[src/rtl/cv32e40s_pkg.sv]
// Shared PMP CSR types, mode encodings, CSR addresses and small helpers.
package cv32e40s_pkg;

  localparam int PMP_MAX_REGIONS = 16;

  localparam logic [11:0] CSR_PMPCFG0  = 12'h3A0;
  localparam logic [11:0] CSR_PMPADDR0 = 12'h3B0;
  localparam logic [11:0] CSR_MSECCFG  = 12'h747;
  localparam logic [11:0] CSR_MSECCFGH = 12'h757;

  typedef enum logic [1:0] {
    PMP_MODE_OFF   = 2'b00,
    PMP_MODE_TOR   = 2'b01,
    PMP_MODE_NA4   = 2'b10,
    PMP_MODE_NAPOT = 2'b11
  } pmp_cfg_mode_e;

  // One pmpcfg byte: L[7], reserved[6:5], A[4:3], X[2], W[1], R[0]
  typedef struct packed {
    logic          lock;
    logic [1:0]    zero0;
    pmp_cfg_mode_e mode;
    logic          exec;
    logic          write;
    logic          read;
  } pmpncfg_t;

  typedef struct packed {
    logic [28:0] zero0;
    logic        rlb;
    logic        mmwp;
    logic        mml;
  } mseccfg_t;

  typedef struct packed {
    pmpncfg_t [PMP_MAX_REGIONS-1:0]        cfg;
    logic     [PMP_MAX_REGIONS-1:0][33:0]  addr;
    mseccfg_t                              mseccfg;
  } pmp_csr_t;

  // Bits [g-2:0] set: the NAPOT read-back pattern for granularity g.
  function automatic logic [31:0] pmp_napot_ones(input int g);
    logic [31:0] m;
    m = '0;
    for (int i = 0; i < 32; i++) begin
      m[i] = (i < g - 1);
    end
    return m;
  endfunction

  // Bits [g-1:0] cleared: the OFF/TOR read-back mask for granularity g.
  function automatic logic [31:0] pmp_off_mask(input int g);
    logic [31:0] m;
    m = '1;
    for (int i = 0; i < 32; i++) begin
      m[i] = !(i < g);
    end
    return m;
  endfunction

endpackage

[src/rtl/cv32e40s_pmp_cfg_legalize.sv]
// Legalises one pmpcfg write byte: reserved bits, illegal permission
// encodings against the current MML/RLB state, and NA4 folding.
module cv32e40s_pmp_cfg_legalize
  import cv32e40s_pkg::*;
#(
  parameter int PMP_GRANULARITY = 0
) (
  input  logic [7:0] i_wdata,
  input  logic       i_mml,
  input  logic       i_rlb,
  output pmpncfg_t   o_cfg,
  output logic       o_reject
);

  pmpncfg_t w_req;
  logic     w_shared;
  logic     w_mexec;

  assign w_req    = pmpncfg_t'(i_wdata);
  // R=0,W=1 is the shared-region encoding once MML is on
  assign w_shared = !w_req.read && w_req.write;
  assign w_mexec  = w_req.exec && !w_shared;

  // Build the value to store and decide whether the whole byte is dropped
  always_comb begin
    o_cfg       = w_req;
    o_cfg.zero0 = 2'b00;
    if ((PMP_GRANULARITY >= 1) && (w_req.mode == PMP_MODE_NA4)) begin
      o_cfg.mode = PMP_MODE_OFF;
    end
    o_reject = 1'b0;
    if (!i_mml && w_shared) begin
      o_reject = 1'b1;
    end
    if (i_mml && !i_rlb && w_req.lock && (w_mexec || w_shared)) begin
      o_reject = 1'b1;
    end
  end

endmodule

[src/rtl/cv32e40s_pmp_csr.sv]
// PMP configuration/address CSRs plus mseccfg, with lock, rule-locking
// bypass and machine-mode-lockdown write filtering.
module cv32e40s_pmp_csr
  import cv32e40s_pkg::*;
#(
  parameter int PMP_GRANULARITY = 0,
  parameter int PMP_NUM_REGIONS = 0
) (
  input  logic        clk,
  input  logic        rst_n,
  input  logic        csr_we_i,
  input  logic [11:0] csr_waddr_i,
  input  logic [31:0] csr_wdata_i,
  input  logic [11:0] csr_raddr_i,
  output logic [31:0] csr_rdata_o,
  output logic        csr_wr_ignored_o,
  output pmp_csr_t    csr_pmp_o
);

  localparam logic [31:0] NAPOT_ONES = pmp_napot_ones(PMP_GRANULARITY);
  localparam logic [31:0] OFF_MASK   = pmp_off_mask(PMP_GRANULARITY);

  pmpncfg_t [PMP_MAX_REGIONS-1:0]       w_cfg;
  logic     [PMP_MAX_REGIONS-1:0][31:0] w_addr;
  logic     [PMP_MAX_REGIONS-1:0][31:0] w_addr_rd;
  logic     [PMP_MAX_REGIONS-1:0]       w_locked;
  logic     [PMP_MAX_REGIONS-1:0]       w_lock_bit;
  logic     [PMP_MAX_REGIONS-1:0]       w_cfg_rej;
  logic     [PMP_MAX_REGIONS-1:0]       w_addr_rej;

  logic     r_mml;
  logic     r_mmwp;
  logic     r_rlb;
  logic     r_wr_ignored;
  mseccfg_t w_mseccfg;
  logic     w_any_lock;
  logic     w_msec_we;
  logic     w_rlb_ok;
  logic     w_msec_rej;

  genvar gi;
  generate
    for (gi = 0; gi < PMP_MAX_REGIONS; gi++) begin : g_region
      if (gi < PMP_NUM_REGIONS) begin : g_impl
        pmpncfg_t    r_cfg;
        logic [31:0] r_addr;
        pmpncfg_t    w_legal;
        logic        w_legal_rej;
        logic        w_cfg_we;
        logic        w_addr_we;
        logic        w_addr_lock;

        assign w_cfg_we  = csr_we_i && (csr_waddr_i == (CSR_PMPCFG0 + 12'(gi / 4)));
        assign w_addr_we = csr_we_i && (csr_waddr_i == (CSR_PMPADDR0 + 12'(gi)));

        cv32e40s_pmp_cfg_legalize #(
          .PMP_GRANULARITY (PMP_GRANULARITY)
        ) u_legalize (
          .i_wdata  (csr_wdata_i[8*(gi%4) +: 8]),
          .i_mml    (r_mml),
          .i_rlb    (r_rlb),
          .o_cfg    (w_legal),
          .o_reject (w_legal_rej)
        );

        // The address is also frozen when the next entry is a locked TOR top
        if (gi < PMP_MAX_REGIONS - 1) begin : g_tor
          assign w_addr_lock = w_locked[gi] ||
                               (w_locked[gi+1] && (w_cfg[gi+1].mode == PMP_MODE_TOR));
        end else begin : g_last
          assign w_addr_lock = w_locked[gi];
        end

        assign w_locked[gi]   = r_cfg.lock && !r_rlb;
        assign w_cfg_rej[gi]  = w_cfg_we && (w_locked[gi] || w_legal_rej);
        assign w_addr_rej[gi] = w_addr_we && w_addr_lock;

        // Entry state: accepted cfg byte and address writes, cleared by reset
        always_ff @(posedge clk) begin
          if (!rst_n) begin
            r_cfg  <= '0;
            r_addr <= '0;
          end else begin
            if (w_cfg_we && !w_locked[gi] && !w_legal_rej) begin
              r_cfg <= w_legal;
            end
            if (w_addr_we && !w_addr_lock) begin
              r_addr <= csr_wdata_i;
            end
          end
        end

        assign w_cfg[gi]  = r_cfg;
        assign w_addr[gi] = r_addr;
        // Software view hides sub-granule bits; NA4 only survives at G=0
        assign w_addr_rd[gi] = (r_cfg.mode == PMP_MODE_NAPOT) ? (r_addr | NAPOT_ONES) :
                               (r_cfg.mode == PMP_MODE_NA4)   ? r_addr :
                                                                (r_addr & OFF_MASK);
      end else begin : g_unimpl
        assign w_cfg[gi]      = '0;
        assign w_addr[gi]     = '0;
        assign w_addr_rd[gi]  = '0;
        assign w_locked[gi]   = 1'b0;
        assign w_cfg_rej[gi]  = 1'b0;
        assign w_addr_rej[gi] = 1'b0;
      end
      assign w_lock_bit[gi] = w_cfg[gi].lock;
    end
  endgenerate

  assign w_any_lock = |w_lock_bit;
  assign w_msec_we  = csr_we_i && (csr_waddr_i == CSR_MSECCFG);
  assign w_rlb_ok   = r_rlb || !w_any_lock;
  // Rejected: RLB change while blocked, or an attempt to clear sticky MML/MMWP
  assign w_msec_rej = w_msec_we &&
                      ((!w_rlb_ok && (csr_wdata_i[2] != r_rlb)) ||
                       (r_mml && !csr_wdata_i[0]) ||
                       (r_mmwp && !csr_wdata_i[1]));

  // mseccfg: MML/MMWP only ever set, RLB gated by the lock state
  always_ff @(posedge clk) begin
    if (!rst_n) begin
      r_mml  <= 1'b0;
      r_mmwp <= 1'b0;
      r_rlb  <= 1'b0;
    end else if (w_msec_we) begin
      r_mml  <= r_mml | csr_wdata_i[0];
      r_mmwp <= r_mmwp | csr_wdata_i[1];
      if (w_rlb_ok) begin
        r_rlb <= csr_wdata_i[2];
      end
    end
  end

  // One-cycle pulse reporting that the previous write lost some field
  always_ff @(posedge clk) begin
    if (!rst_n) begin
      r_wr_ignored <= 1'b0;
    end else begin
      r_wr_ignored <= (|w_cfg_rej) | (|w_addr_rej) | w_msec_rej;
    end
  end

  assign csr_wr_ignored_o = r_wr_ignored;

  always_comb begin
    w_mseccfg      = '0;
    w_mseccfg.rlb  = r_rlb;
    w_mseccfg.mmwp = r_mmwp;
    w_mseccfg.mml  = r_mml;
  end

  // Combinational read mux from current state; unknown addresses read 0
  always_comb begin
    csr_rdata_o = '0;
    for (int k = 0; k < 4; k++) begin
      if (csr_raddr_i == (CSR_PMPCFG0 + 12'(k))) begin
        csr_rdata_o = w_cfg[4*k +: 4];
      end
    end
    if (csr_raddr_i[11:4] == CSR_PMPADDR0[11:4]) begin
      csr_rdata_o = w_addr_rd[csr_raddr_i[3:0]];
    end
    if (csr_raddr_i == CSR_MSECCFG) begin
      csr_rdata_o = w_mseccfg;
    end
  end

  // Checker-facing view: raw stored values, address widened to 34 bits
  always_comb begin
    csr_pmp_o.cfg     = w_cfg;
    csr_pmp_o.mseccfg = w_mseccfg;
    for (int i = 0; i < PMP_MAX_REGIONS; i++) begin
      csr_pmp_o.addr[i] = {w_addr[i], 2'b00};
    end
  end

endmodule

[config.mk]
export PLATFORM = sky130hd
export DESIGN_NAME = cv32e40s_pmp_csr
export DESIGN_NICKNAME = d
export VERILOG_FILES = /design/src/rtl/cv32e40s_pkg.sv /design/src/rtl/cv32e40s_pmp_cfg_legalize.sv /design/src/rtl/cv32e40s_pmp_csr.sv
export SDC_FILE = /design/constraint.sdc
export NUM_CORES = 1
export LEC_CHECK = 0
export ABC_AREA = 0
export CORE_AREA = 2 2 306 308
export DETAILED_ROUTE_END_ITERATION = 7
export DIE_AREA = 0 0 308 310
export GPL_ROUTABILITY_DRIVEN = 0
export PLACE_DENSITY = 0.42
export SLEW_MARGIN = 20
export SYNTH_ARGS = -nofsm -noshare
export SYNTH_HDL_FRONTEND = slang
export SYNTH_SLANG_ARGS = --single-unit
[constraint.sdc]
create_clock -name clk -period 1.4 [get_ports clk]
set_input_delay 0.28 -clock clk [delete_from_list [all_inputs] [get_ports clk]]
set_output_delay 0.28 -clock clk [all_outputs]
set_load 0.05 [all_outputs]
==> results.json <==
{
  "run_status": "complete, but fails checks",
  "failing_checks": "negative setup slack",
  "firstDrtPassIters": 2,
  "cts.path.max_buffers": 2,
  "grt_pass1_vias": 706,
  "achievable-frequency_ghz": 0.6709,
  "worst-endpoint-required_ns": 1.12,
  "count_of_pins_on_the_block_boundary": 796,
  "floorplan.die.width_um": 308,
  "drt-initial-drc-count": 3,
  "grt_pass1_wl_um": 4257,
  "gr-usage-all-layers": 0.006278,
  "clkSinkCount": 4,
  "peak_supply_drop_uv": 320.8,
  "cell_area_after_layout_mm2": 0.005097,
  "dpl_worst_slack_ns": -0.5659,
  "holdCritPathClass": "primary input to flop",
  "finish.utilization": 0.05511,
  "syn-instance-count": 765,
  "finalMaxSlewViolations": 0,
  "timing.final.hold_violations": 0,
  "met1_usage_in_global_routing": 0.006351,
  "setup_violations": 5,
  "synth_top_flop_cell": "dfxtp_1",
  "worstReg2RegEnd": "csr_wr_ignored_o$_SDFF_PN0_",
  "route.final.wire_length_um": 5962,
  "criticalPathCategory": "primary input to output port",
  "die_area_mm2": 0.09548,
  "number_of_flops_mapped_to_enable_cells_by_yosys": 0,
  "numCtsBuffers": 3,
  "port_buffers": 36,
  "stdcell_count": 2005,
  "ys_ff_latch": 4,
  "cts_htree_levels": 1,
  "ff_latch_area_um2": 80.08,
  "synth.distinct_cells": 17,
  "cp_max_fo": 3,
  "rr_worst_depth": 3,
  "fin_crit_ns": 1.491,
  "syn_avg_cell_area_um2": 7.514,
  "tritoncts_clock_tree": "built",
  "gr-usage-met3": 0.001498,
  "tns_ns": -0.2457,
  "insertedDiodeCount": 0,
  "clock_skew_ns": 0.001465,
  "layout_worst_path_cycle_share": 1.065,
  "initial_util": 0.06215,
  "setup_ws_post_layout_ns": -0.09050,
  "yosysMostFrequentCell": "buf_4",
  "floorplan.die.height_um": 310,
  "grt_antenna_before_repair": 2,
  "multi_input_comb_area_mm2": 0.002962,
  "grt_overflow_total": 0,
  "synthArstFlopShare": 0,
  "cts.clk_slew.worst_paths_ns": 0.03,
  "vias_after_detailed_routing": 2294,
  "finalHoldWorstSlack_ns": 0.4570,
  "power.static_leakage_nw": 2.786,
  "synth.cell_area_mm2": 0.005748,
  "place.detailed.instances": 2000,
  "clock_tree.root_cell": "clkbuf_16",
  "post_synth_main_area_contributors": "buf_4 96%, dfxtp_1 1.4%, nand2_1 0.46%",
  "vias_per_cell": 1.144,
  "busiest_layer": "met2",
  "hold_end": "r_rlb$_SDFFE_PN0P_",
  "syn_to_final_growth_pct": -11.32,
  "core_area_mm2": 0.09249,
  "endpoint_kind": "output port",
  "seq_area_frac_synth": 0.01393,
  "synth-warning-count": 0,
  "max_cap_violations": 0,
  "yosysTopAreaCellShare": 0.9573,
  "design_power_total_mw": 4.937,
  "final_antenna_net_count": 0,
  "startpoint_of_the_worst_hold_path": "csr_waddr_i[5]",
  "final_layout_size_suffix_gt1_frac": 0.04827,
  "power_density_mw_per_mm2": 968.6,
  "detail_route.wl_per_cell_um": 2.974,
  "grt_start_max_net_pins": 8,
  "core.rowCount": 112,
  "yosys.area.top_type": "buf_4",
  "grt_util_met2": 0.01231,
  "synth_top_cells_by_count": "733 x buf_4, 7 x nand2_1, 4 x dfxtp_1, 4 x nor4_1, 3 x inv_1",
  "clk-insertion-delay-late_ns": 0.23,
  "r2r_slack_ns": 0.61,
  "cp-start-kind": "primary input",
  "min_path_cells": 4,
  "rr_startpoint": "r_mmwp$_SDFFE_PN0P_",
  "hpwl_um": 5869,
  "grt_setup_unrepaired": "yes",
  "drcViolationCount": 0,
  "fillerInstances": 10990,
  "place_area_mm2": 0.005010,
  "final_net_count": 869,
  "cp_data_arrival_time_ns": 1.21,
  "postCtsHoldBufs": 0
}
[layout make-up]
cell class | count | share of cell area
Timing Repair Buffer | 44 | 0.09254
Tap cell | 1197 | 0.2938
Inverter | 3 | 0.002209
Sequential cell | 4 | 0.01571
Multi-Input combinational cell | 754 | 0.5810
Clock buffer | 3 | 0.01473
[power by group]
| group | total, mW | switching, mW | internal, mW |
|---|---|---|---|
| Clock | 0.450 | 0.0848 | 0.365 |
| Sequential | 0.115 | 0.00000426 | 0.115 |
| Combinational | 4.37 | 4.31 | 0.0659 |
| Total | 4.94 | 4.39 | 0.546 |
[worst max-delay path by stage]
stage / startpoint / slack (ns) / to / depth (start not counted)
2_1_floorplan: csr_raddr_i[7] / -0.22 / csr_rdata_o[0] / 2
6_report: csr_raddr_i[3] / -0.09 / csr_rdata_o[2] / 5
5_1_grt: csr_raddr_i[3] / -0.12 / csr_rdata_o[2] / 5
3_3_place_gp: csr_waddr_i[3] / -0.58 / r_mmwp$_SDFFE_PN0P_ / 4
3_5_place_dp: csr_waddr_i[3] / -0.57 / r_mmwp$_SDFFE_PN0P_ / 4
4_1_cts: csr_raddr_i[11] / -0.18 / csr_rdata_o[1] / 6
[layer usage]
layer	up-vias	share of wire
li1	940	-
met1	960	0.21
met2	389	0.53
met3	5	0.25
met4	0	0.0070
met5	-	0
[flip-flops by register name, summed over array words and instances (netlist names)]
signal and flops:
r_rlb 1, r_mml 1, csr_wr_ignored_o 1, r_mmwp 1
[worst max-delay path: stages]
cell and delay [ns]:
buf_6 0.09, nand4bb_1 0.19, buf_6 0.15, nor4_4 0.32
buf_12 0.18
[what timing repair did]
action | 4_1_cts | 5_1_grt
gates resized for setup | 48 | 15
cloned | 0 | 0
buffers inserted | 2 | 0
pin swaps | 12 | 8
endpoints found under the setup margin | 7 | 6
[cell usage in the layout (no fill, tap or decap)]
| cell type | instances |
|---|---|
| inv_1 | 3 |
| clkdlybuf4s15_1 | 1 |
| buf_2 | 5 |
| nor2_1 | 1 |
| conb_1 | 730 |
| or4_4 | 1 |
| dlygate4sd2_1 | 4 |
| dfxtp_1 | 4 |
| buf_4 | 3 |
| nand4b_1 | 2 |
| clkdlybuf4s50_1 | 8 |
| nand2_1 | 7 |
| nand3_1 | 1 |
| clkbuf_2 | 4 |
| buf_12 | 7 |
| clkbuf_16 | 3 |
| o21ai_2 | 2 |
| o22ai_1 | 1 |
| and3_1 | 1 |
| or4b_4 | 1 |
| dlymetal6s2s_1 | 3 |
| buf_6 | 9 |
| nand4bb_1 | 1 |
| nor4_4 | 4 |
| nand3b_1 | 1 |
| mux2i_1 | 1 |
[kinds of logic after synthesis]
logic type / Yosys count / share of synthesized area
AND/OR/NAND/NOR: 20 / 0.02155
flip-flops: 4 / 0.01393
multiplexers: 1 / 0.001741
AO/OA/AOI/OAI: 3 / 0.002831
buffers and inverters: 736 / 0.9593
other: 1 / 0.0006524
No activity file was read; power rests on OpenSTA's default activity.
